File: src/rtl/ysyx_23060136_ifu_pkg.sv
`default_nettype none
// +------------------------------------------------------------------+
// | ysyx_23060136_ifu_pkg: shared IFU fetch types and constants      |
// | Rev 1.0                                                          |
// +------------------------------------------------------------------+
`ifndef ysyx_23060136_PC_RST
`define ysyx_23060136_PC_RST 32'h8000_0000
`endif
`ifndef ysyx_23060136_NOP
`define ysyx_23060136_NOP 32'h0000_0013
`endif

package ysyx_23060136_ifu_pkg;

  typedef enum logic [1:0] {
    REQ  = 2'd0,
    WAIT = 2'd1,
    HOLD = 2'd2
  } ifu_state_e;

  localparam int unsigned INST_BYTES = 4;
  localparam logic [31:0] IFU_PC_RST = `ysyx_23060136_PC_RST;
  localparam logic [31:0] IFU_NOP    = `ysyx_23060136_NOP;

endpackage

`default_nettype wire

File: src/rtl/ysyx_23060136_ifu_pc_gen.sv
`default_nettype none
// +------------------------------------------------------------------+
// | ysyx_23060136_ifu_pc_gen: PC register, next-PC mux               |
// | Rev 1.0                                                          |
// +------------------------------------------------------------------+
module ysyx_23060136_ifu_pc_gen
  import ysyx_23060136_ifu_pkg::*;
#(
  parameter int unsigned       BITS_W = 32,
  parameter logic [BITS_W-1:0] PC_RST = BITS_W'(IFU_PC_RST)
) (
  input  logic              clk,
  input  logic              rst,
  input  logic              redirect_i,
  input  logic [BITS_W-1:0] target_i,
  input  logic              advance_i,
  output logic [BITS_W-1:0] pc_o
);

  logic [BITS_W-1:0] pc_q;
  logic [BITS_W-1:0] pc_d;

  // Redirect wins over sequential advance; the add wraps modulo 2^BITS_W.
  always_comb begin
    pc_d = pc_q;
    if (redirect_i) begin
      pc_d = target_i;
    end else if (advance_i) begin
      pc_d = pc_q + BITS_W'(INST_BYTES);
    end
  end

  always_ff @(posedge clk) begin
    if (rst) begin
      pc_q <= PC_RST;
    end else begin
      pc_q <= pc_d;
    end
  end

  assign pc_o = pc_q;

endmodule

`default_nettype wire

File: src/rtl/ysyx_23060136_ifu_fetch.sv
`default_nettype none
// +------------------------------------------------------------------+
// | ysyx_23060136_ifu_fetch: fetch FSM feeding the IFU/IDU register  |
// | Optional counters: YSYX_23060136_IFU_PERF_EN                     |
// | Rev 1.0                                                          |
// +------------------------------------------------------------------+
module ysyx_23060136_ifu_fetch
  import ysyx_23060136_ifu_pkg::*;
#(
  parameter int unsigned       BITS_W = 32,
  parameter int unsigned       INST_W = 32,
  parameter logic [BITS_W-1:0] PC_RST = BITS_W'(IFU_PC_RST),
  parameter logic [INST_W-1:0] NOP    = INST_W'(IFU_NOP)
) (
  input  logic              clk,
  input  logic              rst,
  input  logic              BRANCH_flushIF,
  input  logic [BITS_W-1:0] BRANCH_target,
  input  logic              FORWARD_stallID,
  output logic              IFU_o_req_valid,
  output logic [BITS_W-1:0] IFU_o_req_addr,
  input  logic              IFU_i_req_ready,
  input  logic              IFU_i_rsp_valid,
  input  logic [INST_W-1:0] IFU_i_rsp_data,
  output logic [BITS_W-1:0] IFU_o_pc,
  output logic [INST_W-1:0] IFU_o_inst,
  output logic              IFU_o_commit
`ifdef YSYX_23060136_IFU_PERF_EN
  ,
  output logic [63:0]       perf_fetch_cnt,
  output logic [63:0]       perf_wait_cnt,
  output logic [63:0]       perf_drop_cnt
`endif
);

  ifu_state_e        state_q;
  ifu_state_e        state_d;
  logic              req_valid_q;
  logic              drop_q;
  logic              drop_d;
  logic [BITS_W-1:0] out_pc_q;
  logic [INST_W-1:0] out_inst_q;
  logic              out_commit_q;
  logic [BITS_W-1:0] pc;

  logic flush;
  logic fire;
  logic rsp_wait;
  logic rsp_toss;
  logic rsp_keep;
  logic consume;

  // The IFU/IDU segment ignores a flush while stalled, so we do too.
  assign flush    = BRANCH_flushIF & ~FORWARD_stallID;
  assign fire     = (state_q == REQ) & req_valid_q & IFU_i_req_ready;
  assign rsp_wait = (state_q == WAIT) & IFU_i_rsp_valid;
  assign rsp_toss = rsp_wait & (drop_q | flush);
  assign rsp_keep = rsp_wait & ~rsp_toss;
  assign consume  = (state_q == HOLD) & ~FORWARD_stallID;

  ysyx_23060136_ifu_pc_gen #(
    .BITS_W (BITS_W),
    .PC_RST (PC_RST)
  ) u_pc_gen (
    .clk        (clk),
    .rst        (rst),
    .redirect_i (flush),
    .target_i   (BRANCH_target),
    .advance_i  (rsp_keep),
    .pc_o       (pc)
  );

  // An accepted request cannot be retracted: a flush after acceptance only
  // marks the in-flight response for discard.
  always_comb begin
    state_d = state_q;
    drop_d  = drop_q;
    unique case (state_q)
      REQ: begin
        if (fire) begin
          state_d = WAIT;
          drop_d  = flush;
        end
      end
      WAIT: begin
        if (IFU_i_rsp_valid) begin
          state_d = rsp_toss ? REQ : HOLD;
          drop_d  = 1'b0;
        end else if (flush) begin
          drop_d = 1'b1;
        end
      end
      HOLD: begin
        if (consume) begin
          state_d = REQ;
        end
      end
      default: begin
        state_d = REQ;
        drop_d  = 1'b0;
      end
    endcase
  end

  always_ff @(posedge clk) begin
    if (rst) begin
      state_q      <= REQ;
      drop_q       <= 1'b0;
      req_valid_q  <= 1'b0;
      out_pc_q     <= PC_RST;
      out_inst_q   <= NOP;
      out_commit_q <= 1'b0;
    end else begin
      state_q     <= state_d;
      drop_q      <= drop_d;
      req_valid_q <= (state_d == REQ);
      if (rsp_keep) begin
        out_pc_q     <= pc;
        out_inst_q   <= IFU_i_rsp_data;
        out_commit_q <= 1'b1;
      end else if (consume) begin
        out_pc_q     <= PC_RST;
        out_inst_q   <= NOP;
        out_commit_q <= 1'b0;
      end
    end
  end

  assign IFU_o_req_valid = req_valid_q;
  assign IFU_o_req_addr  = pc;
  assign IFU_o_pc        = out_pc_q;
  assign IFU_o_inst      = out_inst_q;
  assign IFU_o_commit    = out_commit_q;

`ifdef YSYX_23060136_IFU_PERF_EN
  logic [63:0] fetch_cnt_q;
  logic [63:0] wait_cnt_q;
  logic [63:0] drop_cnt_q;

  always_ff @(posedge clk) begin
    if (rst) begin
      fetch_cnt_q <= 64'd0;
      wait_cnt_q  <= 64'd0;
      drop_cnt_q  <= 64'd0;
    end else begin
      fetch_cnt_q <= fetch_cnt_q + {63'd0, rsp_keep};
      wait_cnt_q  <= wait_cnt_q + {63'd0, (state_q == WAIT)};
      drop_cnt_q  <= drop_cnt_q + {63'd0, rsp_toss};
    end
  end

  assign perf_fetch_cnt = fetch_cnt_q;
  assign perf_wait_cnt  = wait_cnt_q;
  assign perf_drop_cnt  = drop_cnt_q;
`endif

endmodule

`default_nettype wire

File: config.mk
export PLATFORM = sky130hd
export DESIGN_NAME = ysyx_23060136_ifu_fetch
export DESIGN_NICKNAME = d
export VERILOG_FILES = /design/src/rtl/ysyx_23060136_ifu_pkg.sv /design/src/rtl/ysyx_23060136_ifu_pc_gen.sv /design/src/rtl/ysyx_23060136_ifu_fetch.sv
export SDC_FILE = /design/constraint.sdc
export NUM_CORES = 1
export LEC_CHECK = 0
export CAP_MARGIN = 20
export CORE_MARGIN = 1
export CORE_UTILIZATION = 48
export CTS_CLUSTER_SIZE = 16
export DETAILED_ROUTE_END_ITERATION = 16
export GPL_TIMING_DRIVEN = 0
export HOLD_SLACK_MARGIN = 0.03
export PLACE_DENSITY = 0.93
export SYNTH_ARGS = -nofsm -noshare
export SYNTH_HDL_FRONTEND = slang
export SYNTH_HIERARCHICAL = 1
export SYNTH_SLANG_ARGS = --single-unit
File: constraint.sdc
create_clock -name clk -period 8 [get_ports clk]
set_input_delay 1.6 -clock clk [delete_from_list [all_inputs] [get_ports clk]]
set_output_delay 1.6 -clock clk [all_outputs]
set_load 0.02 [all_outputs]
# [Word level (Yosys, flattened, before mapping)]
# Cells that the tools add are included.
[totals] elab_cells=45 regBits=101 output_inout_bits=98
[classes] reduce_logical=5 bitwise_logic=11 n_mux=17 n_eq_ne=4 add_sub_neg=1
[ops] op="$mux W32" n=6
[ops] op="$add A32 B3 Y32 const B" n=1
[ops] op="$mux W2" n=4
[ops] op="$and A1 B1 Y1" n=7
[ops] op="$pmux W2 S3" n=1
[ops] op="$mux W1" n=5
[ops] op="$logic_not A2 Y1" n=2
[ops] op="$reduce_bool A2 Y1" n=2
[ops] op="$ne A3 B3 Y1 const B" n=1
[ops] op="$not A1 Y1" n=3
[ops] op="$pmux W1 S3" n=1
[ops] op="$reduce_and A3 Y1" n=1
[ops] op="$eq A2 B1 Y1 const B" n=1
[ops] op="$eq A2 B2 Y1 const B" n=1
[ops] op="$ne A2 B2 Y1 const B" n=1
[ops] op="$or A1 B1 Y1" n=1

# [Depth between registers and ports, before layout]
# Gate-level depths: netlist (run 1).
[depth] ltp_word=8 ltp_mapped=12

# [Modules after synthesis]
# The synthesis (run 1) kept the hierarchy.
[modules_own_cells] mod="ysyx_23060136_ifu_fetch" cells_each=316 area_each_um2=2612.5 n_inst=1
[modules_own_cells] mod="ysyx_23060136_ifu_pc_gen" cells_each=227 area_each_um2=1868.0 n_inst=1

# [Worst setup path after synthesis (run 1)]
# Ideal clock, no wire load.
[synth_path] kind="input to register" startpoint="input BRANCH_flushIF" endpoint="register u_pc_gen.pc_q[22] (netlist: u_pc_gen/pc_o[22])" path_buffers=3 path_stages=11 required_time_ns=7.885 slack_ns=4.089 arrival_ns=3.796 cell_sequence="nor2b_1 > or4_4 > buf_6 > clkinv_4 > buf_2 > buf_6 > nand4_4 > nor4_4 > nand4_1 > xnor2_1 > o21a_1"
[synth_via] elab_chain_cells=6 word_cells_on_any_way=7 classes_between="mux (1); bitwise (5); reduce/logical (1)"
[synth_lines] item="from (decl)" line="ysyx_23060136_ifu_fetch.sv:17" rtl="input logic BRANCH_flushIF,"
[synth_lines] item="$and A1 B1 Y1" line="ysyx_23060136_ifu_fetch.sv:54" rtl="assign flush = BRANCH_flushIF & ~FORWARD_stallID;"
[synth_lines] item="$or A1 B1 Y1" line="ysyx_23060136_ifu_fetch.sv:57" rtl="assign rsp_toss = rsp_wait & (drop_q | flush);"
[synth_lines] item="$and A1 B1 Y1" line="ysyx_23060136_ifu_fetch.sv:57"
[synth_lines] item="$not A1 Y1" line="ysyx_23060136_ifu_fetch.sv:58" rtl="assign rsp_keep = rsp_wait & ~rsp_toss;"
[synth_lines] item="$and A1 B1 Y1" line="ysyx_23060136_ifu_fetch.sv:58"
[synth_lines] item="named net rsp_keep" line="ysyx_23060136_ifu_fetch.sv:50" rtl="logic rsp_keep;"
[synth_lines] item="$reduce_bool A2 Y1 (no line)"
[synth_lines] item="to (signal assigned)" line="ysyx_23060136_ifu_pc_gen.sv:37" rtl="pc_q <= pc_d;"
[synth_lines] item="to (decl)" line="ysyx_23060136_ifu_pc_gen.sv:20" rtl="logic [BITS_W-1:0] pc_q;"
# The timed path passes the listed nets, and every way through them passes these cells.
# A chain may end at the register's enable or synchronous reset.

# [Final worst setup path (run 1)]
[layout_path] startpoint="input FORWARD_stallID" endpoint="register u_pc_gen.pc_q[26] (netlist: u_pc_gen/pc_o[26])"
[layout_via] elab_chain_cells=7 word_cells_on_any_way=8 classes_between="mux (1); bitwise (6); reduce/logical (1)"
[layout_lines] item="from (decl)" line="ysyx_23060136_ifu_fetch.sv:19" rtl="input logic FORWARD_stallID,"
[layout_lines] item="$not A1 Y1" line="ysyx_23060136_ifu_fetch.sv:54"
[layout_lines] item="$and A1 B1 Y1" line="ysyx_23060136_ifu_fetch.sv:54"
[layout_lines] item="named net flush" line="ysyx_23060136_ifu_fetch.sv:46" rtl="logic flush;"
[layout_lines] item="$or A1 B1 Y1" line="ysyx_23060136_ifu_fetch.sv:57"
[layout_lines] item="$and A1 B1 Y1" line="ysyx_23060136_ifu_fetch.sv:57"
[layout_lines] item="$not A1 Y1" line="ysyx_23060136_ifu_fetch.sv:58"
[layout_lines] item="$and A1 B1 Y1" line="ysyx_23060136_ifu_fetch.sv:58"
[layout_lines] item="named net rsp_keep" line="ysyx_23060136_ifu_fetch.sv:50"
[layout_lines] item="$reduce_bool A2 Y1 (no line)"
# The timed path passes the listed nets, and every way through them passes these cells.

==> flow_metrics.tcl, run 1 <==
set metrics [dict create \
    placed_cell_area_um2 6290 \
    max_freq_mhz 227 \
    grt_start_max_net_pins 18 \
    start_kind "input pin" \
    final_area_um2 6500 \
    ys_async_sr_fraction 0 \
    vias 4609 \
    fillers 688 \
    fp.dieW_um 98.6 \
    arrival_ns 4.67 \
    die_h_um 98.6 \
    cts_max_path_buffers 2 \
    synth-simple-area-share 0.249 \
    rsz0062_at_grt "no" \
    io_buffers 167 \
    post-route-util 0.731 \
    reg2reg_slack_ns 5.03 \
    n_antenna_cell 0 \
    layout.nets 792 \
    cp-end-kind "flip-flop" \
    fin_crit_sh 0.552 \
    netlist_top_cells_count "dfxtp_1 (101), a21oi_1 (83), nand2_1 (77)" \
    yosysWarnings 6 \
    post_cts_buffers 0 \
    synth.mux.area_fraction 0.0179 \
    syn_inst 543 \
    yosys.area.top_type_share 0.451 \
    grt_use_met1 0.334 \
    globalplace.congestion 0.812 \
    gr-total-overflow 0 \
    ys.flop_type "dfxtp_1" \
    finalSetupViolations 0 \
    first_pass_iters 5 \
    ys_ff_latch 101 \
    drt-initial-drc-count 231 \
    cp_slowest_cell "nor4_4" \
    row_count 34 \
    antenna_found_initial 0 \
    grt.met3_usage 0.0355 \
    synthAdderAreaFrac 0.00279 \
    postSynthAreaPerCell_um2 8.25 \
    drc 0 \
    synth_top_family_by_area "simple AND/OR/NAND/NOR gates" \
    critPathMaxStageDelay_ns 0.58 \
    detail-route-antenna-nets 0 \
    via_per_inst 5.53 \
    io_pins 168 \
    cp_max_fo 10 \
    clock_sinks 101 \
    synth_area_leaders "dfxtp_1 (45%), a21oi_1 (9.3%), nand3_1 (7.6%), nand2_1 (6.5%), xnor2_1 (3.3%)" \
    hold_class "flip-flop to flip-flop" \
    skew_ns 0.0113 \
    total_power_uw 1030 \
    fin_setup_tns_ns 0 \
    required_ns 8.26 \
    hold_ws_ns 0.471 \
    grtUsageTotal 0.272 \
    worst-path-buf-inv 5 \
    yosys.area.top_type "dfxtp_1" \
    critical_path_class "input pin to flip-flop" \
    clk_pin_slew_ns 0.10 \
    area.growth.synth_to_final_pct 45.1 \
    dieArea_um2 9720 \
    cts_hold_buf 0 \
    grt_pass1_vias 4432 \
    cts-resized-gates 0 \
    max-cap-violations 0 \
    finalCriticalPeriod_ns 4.41 \
    status "completed" \
    power.density_nw_per_um2 159 \
    synth_compound_area_frac 0.147 \
    synthXorXnorAreaFrac 0.0528 \
    grt_pass1_wl_um 21200 \
    h-tree-depth 3 \
    clock_tree.root_cell "clkbuf_8" \
    relSlewSlack 0.587 \
    path_cells "clkdlybuf4s50_1, nor2b_1, or4_4, buf_6, clkinv_4, buf_2, buf_6, nand4_4, nor4_4, nand4_1, xnor2_1, o21a_1" \
    start_util 0.504 \
    coreArea_um2 8890 \
    cp_top_family "simple AND/OR/NAND/NOR gates" \
    grt_busiest_layer "met2" \
    wl_um 13300 \
    dpl.hpwl_um 9980 \
    synth_edf_count 0 \
    insertion_delay_ns 0.36 \
    wl_per_cell_um 15.9 \
    cp_common_cell "buf_6" \
    finalMaxSlewViolations 0 \
    p_leak_uw 0.00236 \
    ys_types 47 \
    synthesis.nets 614 \
    seq_area_frac_synth 0.451 \
    peakVddDrop_mv 0.0857 \
    yosysMostFrequentCell "dfxtp_1" \
    finalHoldViolations 0 \
    final_layout_size_suffix_gt1_frac 0.0661 \
    netlist_area_um2 4480 \
    numCtsBuffers 9 \
    grtUsageMet2 0.478 \
    cts_tree "yes" \
    max_slew.worst_pin.slew_ns 0.615 \
]
-- final cells by class --
type	count	area (µm²)	share of cell area
Timing Repair Buffer	167	1670	0.257
Multi-Input combinational cell	379	2100	0.323
Sequential cell	101	2020	0.311
Clock inverter	5	63.8	0.00981
Tap cell	108	135	0.0208
Inverter	19	76.3	0.0117
Buffer	44	280	0.0431
Clock buffer	11	151	0.0233
-- stage by stage --
step | instances | worst slack (ns)
2_1_floorplan | 543 | 4.09
3_3_place_gp | 818 | 3.32
6_report | 834 | 3.59
4_1_cts | 834 | 3.64
5_1_grt | 834 | 3.45
3_5_place_dp | 818 | 3.27
-- metal layers --
metal / wire (µm) / vias to the layer above
li1: - / 2211
met1: 5300 / 2162
met2: 6850 / 206
met3: 781 / 30
met4: 358 / 0
met5: 0 / -
-- tightest hold or removal path: cells and delay by family, from the launching register on --
kind / cells / cell delay, ns
AO/OA/AOI/OAI: 1 / 0.06
flip-flops: 1 / 0.32
AND/OR/NAND/NOR: 1 / 0.06
-- sequential cells by signal (all words and copies together) (netlist names) --
signal and cells:
IFU_o_inst 32, drop_q 1, state_q 2, IFU_o_commit 1, IFU_o_req_valid 1, IFU_o_pc 32
u_pc_gen/pc_o 32
-- cell families (layout without fill, tap and decap cells) --
| group | Yosys count | count (layout) |
|---|---|---|
| xor+xnor | 27 | 27 |
| buf+inv | 63 | 246 |
| fa+ha+maj | 1 | 1 |
| compound gates | 115 | 115 |
| mux | 8 | 8 |
| simple gates | 228 | 228 |
| flops | 101 | 101 |
-- power by group --
group / switching [µW] / internal (µW) / leakage, µW
clock network: 181 / 165 / 0.000107
registers: 17.9 / 517 / 0.000820
logic: 69.9 / 79.5 / 0.00144
total: 269 / 762 / 0.00236
-- final timing paths --
| path | start | to | cells past startpoint |
|---|---|---|---|
| worst min register to register | IFU_o_pc[0]$_SDFFE_PP0P_ | IFU_o_pc[0]$_SDFFE_PP0P_ | 2 |
| worst max-delay path | FORWARD_stallID | u_pc_gen/pc_o[26]$_SDFFE_PP0N_ | 12 |
| worst min-delay path | IFU_o_pc[0]$_SDFFE_PP0P_ | IFU_o_pc[0]$_SDFFE_PP0P_ | 2 |
| worst max register to register | state_q[0]$_SDFF_PP0_ | u_pc_gen/pc_o[26]$_SDFFE_PP0N_ | 11 |
-- placed cells by master, fill, tap and decap left out, drive strengths merged, types with 6 or more instances in the layout --
| master | n |
|---|---|
| nor3 | 8 |
| nand2 | 77 |
| nand3 | 68 |
| xor2 | 10 |
| buf | 24 |
| and4 | 6 |
| clkdlybuf4s50 | 167 |
| inv | 21 |
| nand4 | 14 |
| dfxtp | 101 |
| o21a | 14 |
| mux2i | 8 |
| nor2 | 32 |
| and3 | 6 |
| clkbuf | 31 |
| xnor2 | 17 |
| a21oi | 83 |
No activity file was read; power rests on OpenSTA's default activity.
==> inputs of run 2 (changes only) <==
--- a/config.mk
+++ b/config.mk
@@ -7,12 +7,12 @@
 export LEC_CHECK = 0
 export CAP_MARGIN = 20
 export CORE_MARGIN = 1
-export CORE_UTILIZATION = 48
+export CORE_UTILIZATION = 40
 export CTS_CLUSTER_SIZE = 16
 export DETAILED_ROUTE_END_ITERATION = 16
 export GPL_TIMING_DRIVEN = 0
 export HOLD_SLACK_MARGIN = 0.03
-export PLACE_DENSITY = 0.93
+export PLACE_DENSITY = 0.83
 export SYNTH_ARGS = -nofsm -noshare
 export SYNTH_HDL_FRONTEND = slang
 export SYNTH_HIERARCHICAL = 1
==> constraint.sdc (replaced) <==
create_clock -name clk -period 3.9 [get_ports clk]
set_input_delay 0.78 -clock clk [delete_from_list [all_inputs] [get_ports clk]]
set_output_delay 0.78 -clock clk [all_outputs]
set_load 0.02 [all_outputs]
==> run 2 against run 1 <==
  * Core utilization down 13 points
  * Power is 96% higher
  * Worst hold slack lost 0.0018 ns
  * Setup slack lost 3.3 ns
  * Sequential power increased by 110%
  * Wire length up 0.27%
  * Via count down 1.0%
  * Design area about the same
  * Count of clock-buffer cells in the layout is 1 higher
  * Non-clock buffer count unchanged
  * Combinational power is 100% higher
  * Global-route usage is 3.8 points lower
==> flow_metrics.tcl, run 2 (synthesized netlist as in run 1, its figures left out) <==
set metrics [dict create \
    layout_common_cells "clkdlybuf4s50_1 (167), dfxtp_1 (101), a21oi_1 (83)" \
    via_per_inst 5.27 \
    n_antenna_cell 0 \
    cp-end-kind "flip-flop" \
    cts_hold_buf 0 \
    final_common_cell "clkdlybuf4s50_1" \
    finalMaxSlewViolations 0 \
    required_ns 4.16 \
    max_slew.worst_pin.slew_ns 0.662 \
    wl_um 13300 \
    critPathMaxStageDelay_ns 0.61 \
    clk_pin_slew_ns 0.09 \
    p_leak_uw 0.00234 \
    start_util 0.412 \
    grt_pass1_wl_um 21200 \
    globalplace.congestion 0.824 \
    fillers 965 \
    worstHoldEndpoint "IFU_o_pc[5]$_SDFFE_PP0P_" \
    hold_class "flip-flop to flip-flop" \
    worst-path-buf-inv 5 \
    start_kind "input pin" \
    worstHoldPathCells 2 \
    insertion_delay_ns 0.37 \
    io_pins 168 \
    finalHoldViolations 0 \
    finalCriticalPeriod_ns 3.64 \
    row_count 38 \
    clock_tree.root_cell "clkbuf_8" \
    timing.rr.start "state_q[0]$_SDFF_PP0_" \
    max-cap-violations 0 \
    max_freq_mhz 275 \
    hp-start "IFU_o_pc[5]$_SDFFE_PP0P_" \
    reg2reg_slack_ns 0.90 \
    relSlewSlack 0.556 \
    gr-total-overflow 0 \
    numCtsBuffers 9 \
    status "completed" \
    grtUsageTotal 0.234 \
    final_layout_size_suffix_gt1_frac 0.0634 \
    critical_path_class "input pin to flip-flop" \
    cp_common_cell "buf_6" \
    peakVddDrop_mv 0.212 \
    dpl.hpwl_um 10100 \
    fp.dieW_um 108 \
    skew_ns 0.0172 \
    cts_max_path_buffers 2 \
    drt-initial-drc-count 257 \
    worstReg2RegEnd "u_pc_gen/pc_o[28]$_SDFFE_PP0N_" \
    cp_top_family "simple AND/OR/NAND/NOR gates" \
    cts-resized-gates 0 \
    clock_sinks 101 \
    grt_start_max_net_pins 17 \
    antenna_found_initial 0 \
    first_pass_iters 6 \
    area.growth.synth_to_final_pct 45.2 \
    post_cts_buffers 0 \
    fin_setup_tns_ns 0 \
    vias 4562 \
    die_h_um 108 \
    wl_per_cell_um 15.4 \
    h-tree-depth 3 \
    layout.nets 792 \
    dp_cells 850 \
    dieArea_um2 11600 \
    final_cells 866 \
    detail-route-antenna-nets 0 \
    drc 0 \
    worst_r2r_path_depth 11 \
    power.density_nw_per_um2 311 \
    arrival_ns 3.90 \
    cp_max_fo 10 \
    fin_crit_sh 0.933 \
    rsz0062_at_grt "no" \
    cp_slowest_cell "nor4_4" \
    cts_tree "yes" \
    io_buffers 167 \
    grt_pass1_vias 4452 \
    finalSetupViolations 0 \
    coreArea_um2 10900 \
    path_cells "clkdlybuf4s50_1, nor2b_1, or4_4, buf_6, clkinv_4, buf_2, buf_6, nand4_4, nor4_4, nand4_1, xnor2_1, o21a_1" \
]
-- run 2: changes by cell type in the layout (fill, tap and decap cells not counted) --
| cell | previous run | this run |
|---|---|---|
| bufinv_16 | 1 | 0 |
| clkbuf_1 | 18 | 20 |
| clkbuf_8 | 12 | 11 |
| clkinv_4 | 1 | 2 |
| clkinvlp_4 | 1 | 2 |
| inv_6 | 3 | 1 |
-- run 2: worst max path at each step --
stage | cells after the start | start | to | slack, ns
final | 12 | FORWARD_stallID | u_pc_gen/pc_o[28]$_SDFFE_PP0N_ | 0.26
after global routing | 12 | FORWARD_stallID | u_pc_gen/pc_o[30]$_SDFFE_PP0N_ | 0.11
after CTS | 12 | FORWARD_stallID | u_pc_gen/pc_o[28]$_SDFFE_PP0N_ | 0.35
after detailed placement | 12 | FORWARD_stallID | u_pc_gen/pc_o[26]$_SDFFE_PP0N_ | -0.04
after global placement | 12 | FORWARD_stallID | u_pc_gen/pc_o[26]$_SDFFE_PP0N_ | 0.02
after floorplan | 11 | BRANCH_flushIF | u_pc_gen/pc_o[22]$_SDFFE_PP0N_ | 0.81
-- run 2: power by group --
group	switching, µW	leakage [µW]	total, µW	internal, µW
Sequential	36.8	0.000820	1100	1060
Combinational	142	0.00144	305	163
Clock	366	0.0000832	620	254
-- run 2: metrics by stage --
stage	utilization	hold WS [ns]	setup WS [ns]	power, µW	instance area (µm²)
after CTS	0.597	0.470	0.354	2040	6500
final	0.597	0.469	0.261	2020	6500
after floorplan	-	0.514	0.809	1260	4480
after global placement	0.581	0.453	0.0177	1420	6330
after global routing	0.597	0.498	0.107	2110	6500
after detailed placement	0.581	0.458	-0.0424	1430	6330
-- run 2: area by class of cell --
| class | count | area (µm²) | share of cell area |
|---|---|---|---|
| Buffer | 44 | 280 | 0.0431 |
| Clock buffer | 12 | 145 | 0.0223 |
| Clock inverter | 4 | 32.5 | 0.00500 |
| Inverter | 19 | 76.3 | 0.0117 |
| Multi-Input combinational cell | 379 | 2100 | 0.323 |
| Sequential cell | 101 | 2020 | 0.311 |
| Tap cell | 140 | 175 | 0.0269 |
| Timing Repair Buffer | 167 | 1670 | 0.257 |
-- run 2: worst min-delay path: stages, from the launching register on --
cell,delay (ns)
dfxtp_1,0.31
nand3_1,0.06
a21oi_1,0.06
-- run 2: routing by layer --
layer	part of all wire	vias up	track usage
met4	0.020	0	0.0949
met1	0.42	2154	0.286
li1	-	2209	-
met3	0.054	22	0.0351
met5	0	-	0
met2	0.51	177	0.408
